File: src/rtl/seq_array_multiplier.sv
// Iterative sign/magnitude multiplier: BITS_PER_CYCLE partial-product rows per cycle,
// valid/ready handshakes on input and output.
module seq_array_multiplier #(
  parameter int WIDTH          = 8,
  parameter int BITS_PER_CYCLE = 1
) (
  input  logic                 clk,
  input  logic                 rst,
  input  logic                 in_valid,
  output logic                 in_ready,
  input  logic [WIDTH-1:0]     a,
  input  logic [WIDTH-1:0]     b,
  input  logic                 is_signed,
  output logic                 out_valid,
  input  logic                 out_ready,
  output logic [2*WIDTH-1:0]   p
);

  localparam int ITER = WIDTH / BITS_PER_CYCLE;
  localparam int CW   = $clog2(ITER + 1);
  localparam logic [CW-1:0] LAST = CW'(ITER);

  typedef enum logic [1:0] {IDLE, BUSY, DONE} state_t;
  state_t state, state_next;

  logic [WIDTH-1:0]   mag_a, mag_b;
  logic [WIDTH-1:0]   mb;
  logic [2*WIDTH-1:0] ma_sh, acc, row, p_q;
  logic               neg;
  logic [CW-1:0]      count;

  // The most negative operand negates to 2^(WIDTH-1), which still fits unsigned.
  always_comb begin
    mag_a = (is_signed && a[WIDTH-1]) ? (~a + 1'b1) : a;
    mag_b = (is_signed && b[WIDTH-1]) ? (~b + 1'b1) : b;
  end

  always_comb begin
    row = '0;
    for (int unsigned j = 0; j < BITS_PER_CYCLE; j++) begin
      if (mb[j]) row = row + (ma_sh << j);
    end
  end

  always_ff @(posedge clk) begin
    if (rst) state <= IDLE;
    else     state <= state_next;
  end

  always_comb begin
    state_next = state;
    case (state)
      IDLE:    if (in_valid) state_next = BUSY;
      BUSY:    if (count == LAST) state_next = DONE;
      DONE:    if (out_ready) state_next = IDLE;
      default: state_next = IDLE;
    endcase
  end

  always_ff @(posedge clk) begin
    if (rst) begin
      ma_sh <= '0;
      mb    <= '0;
      neg   <= 1'b0;
      acc   <= '0;
      count <= '0;
      p_q   <= '0;
    end else begin
      case (state)
        IDLE: if (in_valid) begin
          ma_sh <= {{WIDTH{1'b0}}, mag_a};
          mb    <= mag_b;
          neg   <= is_signed & (a[WIDTH-1] ^ b[WIDTH-1]);
          acc   <= '0;
          count <= '0;
        end
        BUSY: begin
          // count==LAST is the fix-up step that applies the sign to the magnitude product.
          if (count == LAST) begin
            p_q <= neg ? (~acc + 1'b1) : acc;
          end else begin
            acc   <= acc + row;
            ma_sh <= ma_sh << BITS_PER_CYCLE;
            mb    <= mb >> BITS_PER_CYCLE;
            count <= count + 1'b1;
          end
        end
        default: ;
      endcase
    end
  end

  assign in_ready  = (state == IDLE);
  assign out_valid = (state == DONE);
  assign p         = p_q;

endmodule

File: config.mk
export PLATFORM = sky130hd
export DESIGN_NAME = seq_array_multiplier
export DESIGN_NICKNAME = d
export VERILOG_FILES = /design/src/rtl/seq_array_multiplier.sv
export SDC_FILE = /design/constraint.sdc
export NUM_CORES = 1
export LEC_CHECK = 0
export CORE_ASPECT_RATIO = 0.5
export CORE_MARGIN = 5
export CORE_UTILIZATION = 65
export CTS_CLUSTER_DIAMETER = 150
export DETAILED_ROUTE_END_ITERATION = 7
export DONT_BUFFER_PORTS = 1
export GPL_TIMING_DRIVEN = 1
export PLACE_DENSITY = 0.88
export SYNTH_ARGS = -nofsm -noshare
export SYNTH_HDL_FRONTEND = slang
export SYNTH_SLANG_ARGS = --single-unit
File: constraint.sdc
create_clock -name clk -period 4.1 [get_ports clk]
set_input_delay 0 -clock clk [delete_from_list [all_inputs] [get_ports clk]]
set_output_delay 0 -clock clk [all_outputs]
set_load 0.03 [all_outputs]
==> results by group, run 1 <==
Outcome
  – Status: finished clean

Synth
  – Share of the synthesized area in the top cell type: 34.3%
  – Synth Instances: 446
  – Synth Cell Area: 3680 um2
  – Post-synth net total: 488
  – YS warnings: 0
  – Adder-cell share of the synthesized area: 7.35%
  – Yosys cell types: 46
  – XOR/XNOR Fraction of Synth Area: 7.62%
  – Async SR Flop Fraction: 0%
  – #FFs+latches synth: 63
  – Synth Flop Type: dfxtp_1
  – Main combinational cell family by area after synthesis: compound AO/OA/AOI/OAI gates
  – Top cells by area, synth: dfxtp_1 (34%), ha_1 (6.8%), xor2_1 (6.0%)
  – Cell taking the most area after synthesis: dfxtp_1
  – Number of synthesized flops with an enable pin: 0
  – Sequential-to-total area share from yosys stat: 34.3%
  – Simple-gate share of the synthesized area: 20.0%
  – Post-synthesis average cell area: 8.25 um2
  – Complex-gate fraction of the synthesized area: 26.0%
  – Multiplexer share of the synthesized area: 1.40%

Placement
  – Post-Place Worst Slack: 1.45 ns
  – Dpl hpwl: 6440 um
  – Routability congestion estimate: 0.894
  – Port Buffers: 0

Clock tree
  – Clock buffer depth: 2
  – Clock Latency Late Sink: 0.34 ns
  – Clock-pin slew on the worst setup and hold paths: 0.05 ns
  – Clock sinks: 63
  – Clk root buf: clkbuf_16
  – CTS tree: built
  – Post-CTS Setup Bufs: 0
  – CTS buffer count: 9
  – H-tree depth: 3

Power and ir drop
  – Clock Power Share: 50.8%
  – Sw Ratio: 23.0%
  – Internal: 1200 uW
  – Switching power of the nets: 357 uW
  – VDD IR max: 0.000378 V
  – Reg power frac: 41.4%
  – Logic pwr share: 7.7%
  – Leak: 0.00166 uW
  – Pwr dens: 374 nW/um2

Route
  – Drt pass-1 iters: 5
  – Via count: 3,358
  – Detail Route Antenna Nets: 0
  – Starting DRT DRC Count: 343
  – Final WL: 9420 um
  – Drt wl/cell: 17.8 um
  – DRC viols: 0
  – Drt via density: 6.35

Cells and area
  – Fin nets: 495
  – Share of cells above drive strength 1: 4.61%
  – Most frequent cells in the layout: dfxtp_1 (63), nor2_1 (55), a21oi_1 (41)
  – Final Util: 75.7%
  – Filler cell count: 389
  – Antenna diode count: 0
  – Area of the multi-input gates: 2290 um2
  – Register Area: 1260 um2
  – Commonest non-fill, non-tap cell in the layout: dfxtp_1
  – P&R area growth vs syn: 13.1%

Setup path
  – Crit path to: acc[12]$_SDFFE_PP0P_
  – Reg2Reg Capture Point: acc[12]$_SDFFE_PP0P_
  – Crit Path Class: reg -> reg
  – Endpoint class of the critical path: flip-flop
  – CP cell instances: and2_1, ha_1, inv_1, fa_1, nor2b_1, o2111ai_1, a211oi_1, o31ai_1, a32o_1
  – R2R Path Start: mb[0]$_SDFFE_PP0P_
  – Crit path from: mb[0]$_SDFFE_PP0P_
  – Reg2reg path depth: 9
  – CP max-delay cell: dfxtp_1
  – Arr. time, crit path: 3.00 ns
  – CP peak stage delay: 0.58 ns
  – Reg2reg setup slack: 1.33 ns
  – Critical path startpoint category: flip-flop
  – Max FO, Critical Path: 17
  – Critical path data required time: 4.33 ns

Die
  – Initial core utilization: 67.0%
  – Core area: 5490 um2
  – I/O pin count: 39
  – Die Span Y: 63.2 um
  – Rows: 19
  – Die X: 116 um
  – Die Footprint: 7350 um2

STA
  – Fin crit share: 67.6%
  – Fin. Hold Viols: 0
  – RSZ-0062 raised after global routing: false
  – Worst-margin pin slew: 1.13 ns
  – Relative max-transition margin: 24.8%
  – Clock skew: 0.00450 ns
  – Slew Viols, Final: 0
  – Max Fclk: 361 MHz
  – Setup_tns: 0 ns
  – Setup-failing EPs final: 0
  – Final worst slack: 1.33 ns
  – Minimum clock period: 2.77 ns

Global route
  – Number of global-route vias before repair: 3,252
  – Largest net degree at the start of global routing: 53
  – Initial antenna violation count: 0
  – Total gr overflow: 0
  – Gr usage total: 26.8%
  – First-pass GRT wire length: 15,400 um

Hold path
  – Hold WC Path Type: in -> reg

Flow run
  – Max-Cap Viols: 0
[through the flow]
step | area, um2 | std cells | hold slack [ns] | total power, uW
6_report | 4160 | 529 | 0.00531 | 1550
3_5_place_dp | 3710 | 501 | 0.0796 | 750
3_3_place_gp | 3710 | 501 | 0.0769 | 745
4_1_cts | 4160 | 529 | 0.00119 | 1560
2_1_floorplan | 3680 | 446 | 0.148 | 734
5_1_grt | 4160 | 529 | 0.0171 | 1610
[kinds of logic (layout without fill, tap and decap cells)]
| family | Yosys count | after routing |
|---|---|---|
| AND/OR/NAND/NOR | 154 | 154 |
| multiplexers | 5 | 5 |
| adder cells (fa/ha/maj) | 21 | 21 |
| XOR/XNOR | 32 | 32 |
| flip-flops | 63 | 63 |
| buffers and inverters | 33 | 43 |
| AO/OA/AOI/OAI | 138 | 138 |
[worst min-delay path by stage]
| stage | startpoint | to | slack (ns) | depth (start not counted) |
|---|---|---|---|---|
| after detailed placement | rst | p[8]$_SDFFE_PP0P_ | 0.08 | 1 |
| final | b[6] | mb[6]$_SDFFE_PP0P_ | 0.005 | 3 |
| after CTS | b[6] | mb[6]$_SDFFE_PP0P_ | 0.001 | 3 |
| after global routing | b[5] | mb[7]$_SDFFE_PP0P_ | 0.02 | 3 |
| after global placement | rst | acc[7]$_SDFFE_PP0P_ | 0.08 | 1 |
| after floorplan | a[0] | ma_sh[0]$_SDFFE_PP0P_ | 0.15 | 2 |
[metal layers]
layer | routed length (um) | up-vias | GRT usage (%) | part of all wire, %
met5 | 0 | - | 0 | 0
met4 | 155 | 0 | 8.10 | 1.6
met3 | 720 | 17 | 10.0 | 7.6
met2 | 4420 | 105 | 43.7 | 47
met1 | 4120 | 1595 | 32.7 | 44
li1 | - | 1641 | - | -
[state kept, by name (all words and copies together) (netlist names)]
name	flops
acc	16
ma_sh	16
p	16
mb	8
count	4
state	2
neg	1
[power groups by stage]
stage                     logic (uW)  clock network, uW  registers, uW
final                            120                790            643
after CTS                        116                798            643
after global placement          91.0                  0            654
after floorplan                 86.5                  0            648
after global routing             132                830            645
after detailed placement        95.0                  0            655
[cell usage after synthesis, drive strengths merged (2+ instances only)]
cell type,n
xnor2,7
ha,20
or3,4
nand3b,6
mux2i,4
a32oi,2
and2,15
a21o,6
clkbuf,18
o21ai,13
o211ai,4
a32o,6
dfxtp,63
a22oi,20
inv,14
nand3,9
o31a,2
o21a,7
nand2,36
a31oi,3
nor2,56
o31ai,8
a222oi,2
nor2b,5
a21oi,41
nand4,5
o41ai,2
xor2,25
a211oi,16
nor3,9
or4,5
[area by class of cell]
class / count / area share, %
clock buffers: 10 / 5.51
clock inverters: 4 / 1.74
inverters: 14 / 1.26
multi-input cells: 350 / 55.2
flip-flops and latches: 63 / 30.3
well taps: 73 / 2.20
repair buffers: 15 / 3.79
[critical path, delay by kind of cell (launching register included)]
| family | cells | cell delay (ns) |
|---|---|---|
| buffers and inverters | 1 | 0.07 |
| DFF | 1 | 0.58 |
| AOI/OAI and AO/OA | 4 | 1.02 |
| and+or+nand+nor | 2 | 0.39 |
| adders and majority gates | 2 | 0.60 |
[repair_timing]
action                     in CTS  in global routing
hold endpoints to repair       56                  0
resized for setup               0                  0
setup endpoints to repair       0                  0
hold buffers                   14                  0
Note: power is estimated with default switching activity, not from simulation.
==> inputs of run 2 (changes only) <==
- CORE_UTILIZATION: 65 -> 64
- PLACE_DENSITY: 0.88 -> 0.87
- clock period: 4.1 -> 2.7 ns (I/O delays scaled with it)
==> run 2 against run 1 <==
  * Wire length increased by 2.4%
  * Global-route usage increased by 0.92 points
  * First-iteration DRC count decreased by 20%
  * Cell area increased by 0.84%
  * Critical path depth unchanged
  * Non-clock buffer count increased by 6
  * Sequential cell count unchanged
  * Core utilization increased by 0.31 points
  * Combinational power increased by 61%
  * Clock-buffer cell count unchanged
  * Critical path type unchanged
  * Critical endpoint unchanged
==> results by group, run 2 (synthesis results as in run 1) <==
Outcome
  – Status: finished clean (unchanged)

Power and ir drop
  – Clock Power Share: 47.3% (was 50.8%)
  – Reg power frac: 44.0% (was 41.4%)
  – Pwr dens: 530 nW/um2 (was 374 nW/um2)
  – Sw Ratio: 24.9% (was 23.0%)
  – VDD IR max: 0.000447 V (was 0.000378 V)
  – Leak: 0.00168 uW (was 0.00166 uW)
  – Total Power: 2220 uW (was 1550 uW)
  – Logic pwr share: 8.7% (was 7.7%)
  – Switching power of the nets: 552 uW (was 357 uW)
  – Internal: 1670 uW (was 1200 uW)

Route
  – Starting DRT DRC Count: 275 (was 343)
  – Drt via density: 6.39 (was 6.35)
  – Drt pass-1 iters: 5 (unchanged)
  – DRC viols: 0 (unchanged)
  – Detail Route Antenna Nets: 0 (unchanged)
  – Drt wl/cell: 18.0 um (was 17.8 um)
  – Final WL: 9650 um (was 9420 um)
  – Via count: 3,429 (was 3,358)

Clock tree
  – Clock-pin slew on the worst setup and hold paths: 0.05 ns (about the same)
  – CTS tree: built (unchanged)
  – Clock Latency Late Sink: 0.34 ns (about the same)
  – H-tree depth: 3 (unchanged)
  – Clock buffer depth: 2 (unchanged)
  – Clk root buf: clkbuf_16 (unchanged)
  – CTS buffer count: 9 (unchanged)
  – Clock sinks: 63 (unchanged)

Setup path
  – Arr. time, crit path: 2.76 ns (was 3.00 ns)
  – Max FO, Critical Path: 17 (unchanged)
  – CP max-delay cell: dfxtp_2 (was dfxtp_1)
  – CP peak stage delay: 0.45 ns (was 0.58 ns)
  – Top cell family by delay on the critical path: compound AO/OA/AOI/OAI gates (unchanged)
  – Reg2reg setup slack: 0.17 ns (was 1.33 ns)
  – Critical path data required time: 2.93 ns (was 4.33 ns)
  – Crit Path Class: reg -> reg (unchanged)
  – CP cell instances: and2_1, ha_1, inv_1, fa_1, nor2b_1, o2111ai_2, a211oi_2, o31ai_1, a32o_1 (was and2_1, ha_1, inv_1, fa_1, nor2b_1, o2111ai_1, a211oi_1, o31ai_1, a32o_1)
  – Critical path startpoint category: flip-flop (unchanged)
  – Endpoint class of the critical path: flip-flop (unchanged)
  – CP bufs+invs: 1 (unchanged)

Die
  – Die Footprint: 7450 um2 (was 7350 um2)
  – Core area: 5520 um2 (was 5490 um2)
  – Rows: 19 (unchanged)
  – I/O pin count: 39 (unchanged)
  – Initial core utilization: 66.7% (was 67.0%)
  – Die Span Y: 63.6 um (was 63.2 um)
  – Die X: 117 um (was 116 um)

Cells and area
  – Most frequent cells in the layout: dfxtp_1 (62), nor2_1 (55), a21oi_1 (41) (was dfxtp_1 (63), nor2_1 (55), a21oi_1 (41))
  – Final Util: 76.0% (was 75.7%)
  – Fin nets: 501 (was 495)
  – Share of cells above drive strength 1: 7.11% (was 4.61%)
  – Filler cell count: 386 (was 389)
  – Antenna diode count: 0 (unchanged)
  – Commonest non-fill, non-tap cell in the layout: dfxtp_1 (unchanged)
  – P&R area growth vs syn: 14.1% (was 13.1%)

Global route
  – Gr usage total: 27.7% (was 26.8%)
  – Largest net degree at the start of global routing: 53 (unchanged)
  – First-pass GRT wire length: 16,300 um (was 15,400 um)
  – Total gr overflow: 0 (unchanged)
  – Initial antenna violation count: 0 (unchanged)
  – Number of global-route vias before repair: 3,395 (was 3,252)

Hold path
  – Hold WC Path Type: in -> reg (unchanged)

STA
  – Max Fclk: 395 MHz (was 361 MHz)
  – Final Hold Slack: 0.00670 ns (was 0.00531 ns)
  – Setup_tns: 0 ns (unchanged)
  – Slew Viols, Final: 0 (unchanged)
  – Relative max-transition margin: 54.4% (was 24.8%)
  – Fin crit share: 93.8% (was 67.6%)
  – Final worst slack: 0.168 ns (was 1.33 ns)
  – RSZ-0062 raised after global routing: false (unchanged)
  – Worst-margin pin slew: 0.681 ns (was 1.13 ns)
  – Clock skew: 0.00473 ns (was 0.00450 ns)
  – Minimum clock period: 2.53 ns (was 2.77 ns)
  – Setup-failing EPs final: 0 (unchanged)
  – Fin. Hold Viols: 0 (unchanged)

Flow run
  – Max-Cap Viols: 0 (unchanged)

Placement
  – Routability congestion estimate: 0.984 (was 0.894)
  – Dpl hpwl: 6590 um (was 6440 um)
  – Port Buffers: 0 (unchanged)
  – Post-Place Worst Slack: 0.0108 ns (was 1.45 ns)
## run 2: path summary, 6_finish.rpt
| path | cells past startpoint | from | to |
|---|---|---|---|
| max reg2reg | 9 | mb[0]$_SDFFE_PP0P_ | acc[12]$_SDFFE_PP0P_ |
| min | 3 | rst | acc[15]$_SDFFE_PP0P_ |
| max | 9 | mb[0]$_SDFFE_PP0P_ | acc[12]$_SDFFE_PP0P_ |
| min reg2reg | 2 | mb[5]$_SDFFE_PP0P_ | mb[4]$_SDFFE_PP0P_ |
## run 2: layout make-up
type                    instances  area (um2)  area share (%)
inverters                      14        52.6            1.25
clock buffers                  10         239            5.70
clock inverters                 6        36.3           0.865
well taps                      73        91.3            2.18
multi-input cells             350        2310            55.0
flip-flops and latches         63        1260            30.1
repair buffers                 21         205            4.89
## run 2: routing by layer
metal	track usage (%)	up-vias	routed length, um
met1	35.6	1598	4290
li1	-	1660	-
met4	10.6	0	245
met5	0	-	0
met2	42.1	146	4350
met3	10.0	25	762
## run 2: tightest hold or removal path, stage by stage
cell and delay, ns:
nor2_1 0.12, nand2_1 0.10, o211ai_1 0.07
## run 2: through the flow
stage | cells | cell area [um2]
after global routing | 537 | 4190
after global placement | 506 | 3740
after detailed placement | 506 | 3740
after CTS | 537 | 4180
final | 537 | 4190
after floorplan | 446 | 3680
## run 2: repair_timing
action,CTS,global route
setup endpoints to repair,0,7
endpoints found under the hold margin,56,0
setup buffers,0,0
gates resized for setup,0,4
hold buffers,15,0
## run 2: power by group through the flow
| stage | sequential (uW) | combinational, uW | clock, uW |
|---|---|---|---|
| final | 977 | 193 | 1050 |
| after global routing | 979 | 214 | 1120 |
| after CTS | 975 | 186 | 1060 |
| after detailed placement | 994 | 150 | 0 |
| after global placement | 993 | 144 | 0 |
| after floorplan | 984 | 131 | 0 |
